===== src/rtl/conv_pkg.sv =====
// Shared types and constants for the 3x3 convolution window fetch path.
// Holds tap counts, FSM encoding, image geometry, read tags and the pad mask helper.
package conv_pkg;

   localparam int TAP_CNT    = 9;
   localparam int CENTER_TAP = 4;

   localparam int IMG_COLS = 64;
   localparam int IMG_ROWS = 64;

   typedef enum logic [1:0] {
      IDLE  = 2'd0,
      ISSUE = 2'd1,
      DRAIN = 2'd2,
      DONE  = 2'd3
   } fetch_state_e;

   typedef struct packed {
      logic       live;
      logic [3:0] tap;
   } rd_tag_t;

   // Taps 0..8 are row-major with tap 4 at the centre.
   function automatic logic [8:0] pad_mask(
      input logic row_zero,
      input logic row_max,
      input logic col_zero,
      input logic col_max
   );
      logic [8:0] m;
      m = '0;
      if (row_zero) m = m | 9'b000_000_111;
      if (row_max)  m = m | 9'b111_000_000;
      if (col_zero) m = m | 9'b001_001_001;
      if (col_max)  m = m | 9'b100_100_100;
      return m;
   endfunction

endpackage


===== src/rtl/conv_rd_tag_pipe.sv =====
// Read tag delay line matching the feature RAM latency.
// Ports: i_clk, i_reset (async active-low clear), i_tag in, o_tag out DEPTH cycles later.
module conv_rd_tag_pipe
   import conv_pkg::*;
#(
   parameter int DEPTH = 1
) (
   input  logic    i_clk,
   input  logic    i_reset,
   input  rd_tag_t i_tag,
   output rd_tag_t o_tag
);

   rd_tag_t [DEPTH-1:0] pipe_q;

   always_ff @(posedge i_clk or negedge i_reset) begin
      if (!i_reset) begin
         pipe_q <= '0;
      end else begin
         pipe_q[0] <= i_tag;
         for (int i = 1; i < DEPTH; i++) begin
            pipe_q[i] <= pipe_q[i-1];
         end
      end
   end

   assign o_tag = pipe_q[DEPTH-1];

endmodule


===== src/rtl/conv_window_fetch.sv =====
// Fetches a 3x3 window from a single-port feature RAM, one tap per cycle, zero-padding edges.
// Ports: i_start/i_addr/i_centerAddr request; o_ramEn/o_ramAddr/i_ramData RAM; o_window/o_valid/o_busy result.
module conv_window_fetch
   import conv_pkg::*;
#(
   parameter int DATA_W   = 8,
   parameter int ADDR_W   = 12,
   parameter int COL_BITS = 6,
   parameter int RAM_LAT  = 1,
   parameter int PAD_EN   = 1
) (
   input  logic                  i_clk,
   input  logic                  i_reset,
   input  logic                  i_start,
   input  logic [9*ADDR_W-1:0]   i_addr,
   input  logic [ADDR_W-1:0]     i_centerAddr,
   output logic                  o_ramEn,
   output logic [ADDR_W-1:0]     o_ramAddr,
   input  logic [DATA_W-1:0]     i_ramData,
   output logic [9*DATA_W-1:0]   o_window,
   output logic                  o_valid,
   output logic                  o_busy
);

   localparam int ROW_BITS = ADDR_W - COL_BITS;

   fetch_state_e          state_q, state_d;
   logic [3:0]            tap_q, tap_d;
   logic [2:0]            drain_q, drain_d;
   logic [9*ADDR_W-1:0]   addr_q;
   logic [8:0]            mask_q, mask_d;
   logic [9*DATA_W-1:0]   win_q;

   logic                  accept;
   logic                  ram_en;
   logic [ADDR_W-1:0]     ram_addr;
   logic                  pad_clr;
   logic                  valid;
   rd_tag_t               tag_in, tag_out;

   logic [ROW_BITS-1:0]   row;
   logic [COL_BITS-1:0]   col;

   assign row = i_centerAddr[ADDR_W-1:COL_BITS];
   assign col = i_centerAddr[COL_BITS-1:0];

   always_comb begin
      mask_d = '0;
      if (PAD_EN != 0) begin
         mask_d = pad_mask(row == '0, &row, col == '0, &col);
      end
   end

   always_comb begin
      state_d  = state_q;
      tap_d    = tap_q;
      drain_d  = drain_q;
      accept   = 1'b0;
      ram_en   = 1'b0;
      ram_addr = '0;
      pad_clr  = 1'b0;
      valid    = 1'b0;
      unique case (state_q)
         IDLE: begin
            if (i_start) begin
               accept  = 1'b1;
               tap_d   = '0;
               state_d = ISSUE;
            end
         end
         ISSUE: begin
            pad_clr = mask_q[tap_q];
            ram_en  = !mask_q[tap_q];
            if (ram_en) begin
               ram_addr = addr_q[int'(tap_q)*ADDR_W +: ADDR_W];
            end
            tap_d = tap_q + 4'd1;
            if (tap_q == 4'(TAP_CNT-1)) begin
               drain_d = '0;
               state_d = DRAIN;
            end
         end
         DRAIN: begin
            // Counts the RAM_LAT cycles until the tap-8 tag leaves the pipe.
            drain_d = drain_q + 3'd1;
            if (drain_q == 3'(RAM_LAT-1)) begin
               state_d = DONE;
            end
         end
         DONE: begin
            valid   = 1'b1;
            state_d = IDLE;
         end
         default: state_d = IDLE;
      endcase
   end

   assign tag_in = '{live: ram_en, tap: tap_q};

   conv_rd_tag_pipe #(
      .DEPTH (RAM_LAT)
   ) u_tag_pipe (
      .i_clk   (i_clk),
      .i_reset (i_reset),
      .i_tag   (tag_in),
      .o_tag   (tag_out)
   );

   always_ff @(posedge i_clk or negedge i_reset) begin
      if (!i_reset) begin
         state_q <= IDLE;
         tap_q   <= '0;
         drain_q <= '0;
         addr_q  <= '0;
         mask_q  <= '0;
         win_q   <= '0;
      end else begin
         state_q <= state_d;
         tap_q   <= tap_d;
         drain_q <= drain_d;
         if (accept) begin
            addr_q <= i_addr;
            mask_q <= mask_d;
         end
         if (pad_clr) begin
            win_q[int'(tap_q)*DATA_W +: DATA_W] <= '0;
         end
         if (tag_out.live) begin
            win_q[int'(tag_out.tap)*DATA_W +: DATA_W] <= i_ramData;
         end
      end
   end

   assign o_ramEn   = ram_en;
   assign o_ramAddr = ram_addr;
   assign o_window  = win_q;
   assign o_valid   = valid;
   assign o_busy    = (state_q != IDLE);

endmodule


===== config.mk =====
export PLATFORM = sky130hd
export DESIGN_NAME = conv_window_fetch
export DESIGN_NICKNAME = d
export VERILOG_FILES = /design/src/rtl/conv_pkg.sv /design/src/rtl/conv_rd_tag_pipe.sv /design/src/rtl/conv_window_fetch.sv
export SDC_FILE = /design/constraint.sdc
export NUM_CORES = 1
export LEC_CHECK = 0
export BUFFER_PORTS_ARGS = -buffer_cell sky130_fd_sc_hd__buf_4
export CAP_MARGIN = 0
export CORE_ASPECT_RATIO = 1.4
export CORE_MARGIN = 2
export CORE_UTILIZATION = 36
export CTS_CLUSTER_SIZE = 10
export DETAILED_ROUTE_END_ITERATION = 12
export PLACE_DENSITY = 0.62
export SKIP_CTS_REPAIR_TIMING = 1
export SYNTH_ARGS = -nofsm -noshare
export SYNTH_HDL_FRONTEND = slang
export SYNTH_SLANG_ARGS = --single-unit

===== constraint.sdc =====
create_clock -name i_clk -period 2.6 [get_ports i_clk]
set_clock_uncertainty 0.15 [all_clocks]
set_input_delay 0.39 -clock i_clk [delete_from_list [all_inputs] [get_ports i_clk]]
set_output_delay 0.39 -clock i_clk [all_outputs]
set_load 0.02 [all_outputs]

; Yosys cells after proc, flatten, opt, wreduce, memory -nomap -nowiden
; Cells that the tools add are included.
[totals]
ff_bits = 203
in_bits = 131
out_inout_bits = 87
wordCells = 64
[op_classes]
n_reduce_logical = 13
n_mul = 1
n_mux = 25
n_eq_ne = 7
magnitude_cmp = 1
shifts = 5
n_addsub = 4
[op_table]
columns = cell, count
row1 = 72-bit bitwise mux, 2
row2 = 72-bit two-way mux, 2
row3 = 8-bit by 33-bit variable shift with 72-bit output (first input constant), 2
row4 = 108-bit by 9-bit variable part select with 12-bit output, 1
row5 = 8-bit by 33-bit variable part select with 72-bit output, 1
row6 = 8-bit by 33-bit variable part select with 72-bit output (first input constant), 1
row7 = 7-bit negator with 33-bit output, 2
row8 = 12-bit two-way mux, 2
row9 = 9-bit two-way mux, 2
row10 = 6-bit logical NOT, 2
row11 = 6-bit AND reduction, 2
row12 = 2-bit case mux with 4 select lines, 1
row13 = 4-bit case mux with 2 select lines, 1
row14 = 7-bit two-way mux, 1
row15 = 4-bit by 2-bit multiplier with 6-bit output (second input constant), 1
row16 = 1-bit two-way mux, 6
row17 = 2-bit two-way mux, 3
row18 = 3-bit two-way mux, 2
row19 = 2-bit inequality test (second input constant), 3
row20 = 3-bit case mux with 2 select lines, 1
row21 = 2-bit nonzero test, 3
row22 = 4-bit by 5-bit < comparator with 1-bit output (second input constant), 1
row23 = 4-bit by 1-bit adder with 4-bit output (second input constant), 1
row24 = 1-bit binary-select mux with 4-bit select, 1
row25 = 10 further kinds, 12

; Longest topological paths before layout
[logic_depth]
depth_word = 6
mapped_depth = 9
ltp_nobuf = 7

; Modules after synthesis
; Synthesis repeated with hierarchy kept, for this count alone.
[unflattened]
hier_cells = 726
area_unflattened_um2 = 9121.2
[modules_own_cells]
columns = mod, area_each_um2, cells_per_inst, instances, seq_area_each_um2
row1 = conv_window_fetch, 8996.1, 721, 1, 4929.7
row2 = conv_rd_tag_pipe, 125.1, 5, 1, 125.1

; Worst setup path after synthesis
; Ideal clock, no wire load.
[synth_timing]
path_kind = flip-flop to output port
startpoint = reg tap_q[0]
endpoint = out o_ramAddr[10]
arrival_time_ps = 1999
path_slack_ps = 61
path_buffers = 2
t_required_ps = 2060
stages_incl_launch_ff = 8
cell_sequence = dfrtp_1 -> buf_6 -> mux2i_1 -> o211ai_1 -> a22oi_4 -> and2_4 -> buf_6 -> and2_1
[synth_between]
elab_chain_len = 4
word_cells_on_any_way = 6
cone_classes = 1 x mul / 1 x shift / 4 x mux
[synth_rtl]
columns = element, line_no
row1 = from (decl), conv_window_fetch.sv:28  ; logic [3:0] tap_q, tap_d;
row2 = from (signal assigned), conv_window_fetch.sv:119  ; tap_q <= tap_d;
row3 = 4-bit by 2-bit multiplier with 6-bit output or 1-bit binary-select mux with 4-bit select (tied branches), "conv_window_fetch.sv:75, conv_window_fetch.sv:73"
row4 = 108-bit by 9-bit variable part select with 12-bit output or 1-bit two-way mux (tied branches), "conv_window_fetch.sv:75, conv_window_fetch.sv:73"
row5 = 12-bit two-way mux (*), conv_window_fetch.sv:74  ; if (ram_en) begin
row6 = 12-bit two-way mux (*), conv_window_fetch.sv:63  ; unique case (state_q)
row7 = to (decl), conv_window_fetch.sv:18  ; output logic [ADDR_W-1:0] o_ramAddr,
; Mark *: on every way between the ends. The rest lies on a longest branch, timed or not. The select of a mux whose other input is x is not followed.

; Worst setup path in the final report
[layout_timing]
startpoint = reg tap_q[0]
endpoint = out o_ramAddr[3]
; The elaborated chain is that of the path after synthesis.

==> results by group <==
Cells and area
  • Final Cell Area: 13200 um^2
  • Post-route insts no fill: 1397
  • Fin nets: 1224
  • Area Growth Syn to Fin: 44.5%
  • Layout cells sized above 1: 40.5%

STA
  • Setup ws final: -318 ps
  • Final count of hold timing violations: 0
  • Fin crit period: 2920 ps
  • RSZ-0062 raised after global routing: yes
  • Final setup fails: 13
  • Tcrit/Tclk final: 112%
  • Slew @ Worst Pin: 610 ps
  • Fmax achieved: 343 MHz
  • Slew margin rel.: 59.0%
  • Slew Viols, Final: 0

Hold path
  • Worst Hold End: o_window[3]$_DFF_PN0_
  • Hold Crit Class: primary input to flop
  • Hold_sp: i_ramData[3]
  • Hold depth: 3

Synthesis
  • Yosys Warn Count: 0
  • Distinct cell type count after synthesis: 43
  • Main synth FF type: dfrtp_1
  • Synth area leaders: dfrtp_1 (55%), mux2_2 (13%), mux4_2 (5.9%), nand2_1 (4.9%), o22ai_1 (4.5%)
  • Seq cells post-synth: 202
  • Post-Syn Nets: 873
  • Number of flops mapped to enable cells by yosys: 0
  • Area share of the largest cell type after synthesis: 55.4%
  • Syn Std Cell Area: 9120 um^2
  • Register area share after synthesis: 55.4%
  • Largest area contributor in the synthesized netlist: dfrtp_1
  • Cells after synthesis: 726
  • Most frequent cell after synthesis: dfrtp_1
  • Avg Synthesized Cell Area: 12.6 um^2
  • Asr flop ratio synth: 100%
  • Post-synth top cells: dfrtp_1 (202), nand2_1 (119), mux2_2 (108)

Floorplanning
  • Die height: 192 um
  • Starting density of the core: 36.8%
  • Area of the core: 24800 um^2
  • Die area: 26600 um^2
  • I/O pins: 218
  • Placement row count: 68
  • Horiz. Die Dim: 139 um

Clock network
  • CTS Buf Count: 24
  • Clock transition at the registers of the reported paths: 60 ps
  • Worst-case clock buffer depth: 3
  • CTS Root Cell: clkbuf_16
  • Clk sinks: 202
  • Htree depth: 1
  • Worst-skew pair later-pin latency: 500 ps
  • CTS tree: done

Global routing
  • Antenna violations before repair: 1
  • First-pass GRT wire length: 38.1 mm
  • Vias in the first global route: 6895
  • Remaining global-route overflow: 0
  • Gr usage total: 18.0%
  • Largest net degree at the start of global routing: 66

Placement
  • Placed Cells: 1249
  • Cell Area, Placed: 11300 um^2
  • Place WS: 120 ps
  • IO Port Bufs: 217
  • DP HPWL: 18.1 mm
  • Gpl congestion: 0.844

Worst setup path
  • Worst-path fanout max: 10
  • CP Launch Type: flop
  • Crit path kind: flop to output port
  • Worst R2R End: o_window[66]$_DFF_PN0_
  • WP data required: 2060 ps
  • R2r startpoint: u_tag_pipe.o_tag[0]$_DFF_PN0_
  • R2R Setup Slk: 150 ps
  • R2R cell count: 7
  • Crit path DAT: 2380 ps
  • Setup crit end kind: output port

Route
  • ANT nets after route: 0
  • Via count: 7078
  • Drt first-iter violations: 311
  • Met3 routed wirelength: 1.33 mm
  • M1 WL: 9.86 mm
  • DR vias/cell: 5.07
  • First-pass iteration count of the detailed router: 4
  • Met2 wire length: 14.2 mm
  • Wire length per cell: 18.6 um
  • Final wirelength: 26.0 mm
  • DRC violations left: 0
  • Highest metal used: met4

Power
  • Max VDD drop: 0.637 mV
  • Leakage: 6.12 nW
  • PD cells: 1120 nW/um^2
  • Total power: 14.8 mW

Outcome
  • Failing checks: negative setup slack
  • Run status: finished, violations left

Run
  • Max-cap violations: 0
-- worst max-delay path, cell delays in order (launching register included) --
cell and delay [ps]:
dfrtp_2 510, buf_12 190, mux4_2 550, mux2i_1 190, o21ai_1 100, and2_1 190, buf_6 130
-- state kept, by name (all words and copies together), names as in the netlist --
signal and cells:
mask_q 8, addr_q 108, drain_q 3, state_q 2
tap_q 4, u_tag_pipe.o_tag 5, o_window 72
-- where the power goes --
part	switching [mW]	internal (mW)	leakage (nW)
Clock	1.20	1.75	0.329
Combinational	3.13	3.33	3.53
Sequential	0.852	4.50	2.27
-- worst max path at each step --
stage	from	end	slack (ps)	depth (start not counted)
4_1_cts	tap_q[0]$_DFFE_PN0P_	o_ramAddr[2]	-420	6
2_1_floorplan	tap_q[0]$_DFFE_PN0P_	o_ramAddr[10]	60	7
3_5_place_dp	tap_q[0]$_DFFE_PN0P_	o_ramAddr[1]	120	6
5_1_grt	tap_q[0]$_DFFE_PN0P_	o_ramAddr[4]	-440	6
3_3_place_gp	tap_q[0]$_DFFE_PN0P_	o_ramAddr[2]	110	6
6_report	tap_q[0]$_DFFE_PN0P_	o_ramAddr[3]	-320	6
-- logic make-up after synthesis --
logic type | count (synthesis) | synth area share, %
flops | 202 | 55.4
buf+inv | 59 | 2.67
xor+xnor | 2 | 0.192
compound gates | 109 | 7.98
simple gates | 189 | 10.4
fa+ha+maj | 16 | 2.19
mux | 149 | 21.1
-- area by class of cell --
cell class,count,area [um^2]
Sequential cell,202,5060
Antenna cell,1,2.50
Fill cell,2080,11600
Multi-Input combinational cell,466,3860
Inverter,21,78.8
Clock inverter,1,5.00
Clock buffer,29,661
Timing Repair Buffer,362,3120
Tap cell,315,394
-- metrics by stage --
step	hold WS (ps)	setup TNS [ps]	utilization, %
6_report	46.2	-3450	53.2
5_1_grt	32.4	-4730	53.2
4_1_cts	-247	-4890	48.2
3_5_place_dp	281	0	45.5
3_3_place_gp	278	0	45.5
2_1_floorplan	-55.6	0	-
-- routing by layer --
metal | vias up | GRT usage [%]
met5 | - | 0
met4 | 0 | 4.28
met2 | 201 | 34.0
met1 | 3493 | 20.1
li1 | 3340 | -
met3 | 44 | 4.86
-- cell usage in the layout, fill, tap and decap left out, types with 5 or more instances in the layout --
master and instances:
and2_1 7, and2_4 8, buf_12 6, buf_4 236, buf_6 9, clkbuf_16 26
dfrtp_1 200, dlygate4sd3_1 109, ha_1 16, inv_1 20, mux2_2 108, mux2i_1 16
mux4_2 24, nand2_1 118, nand3_1 7, nand4_1 7, nor2_1 8, nor3_1 6
nor3_4 8, o21ai_0 15, o21ai_1 5, o22ai_1 65, o32ai_1 7
Note: power is estimated with default switching activity, not from simulation.
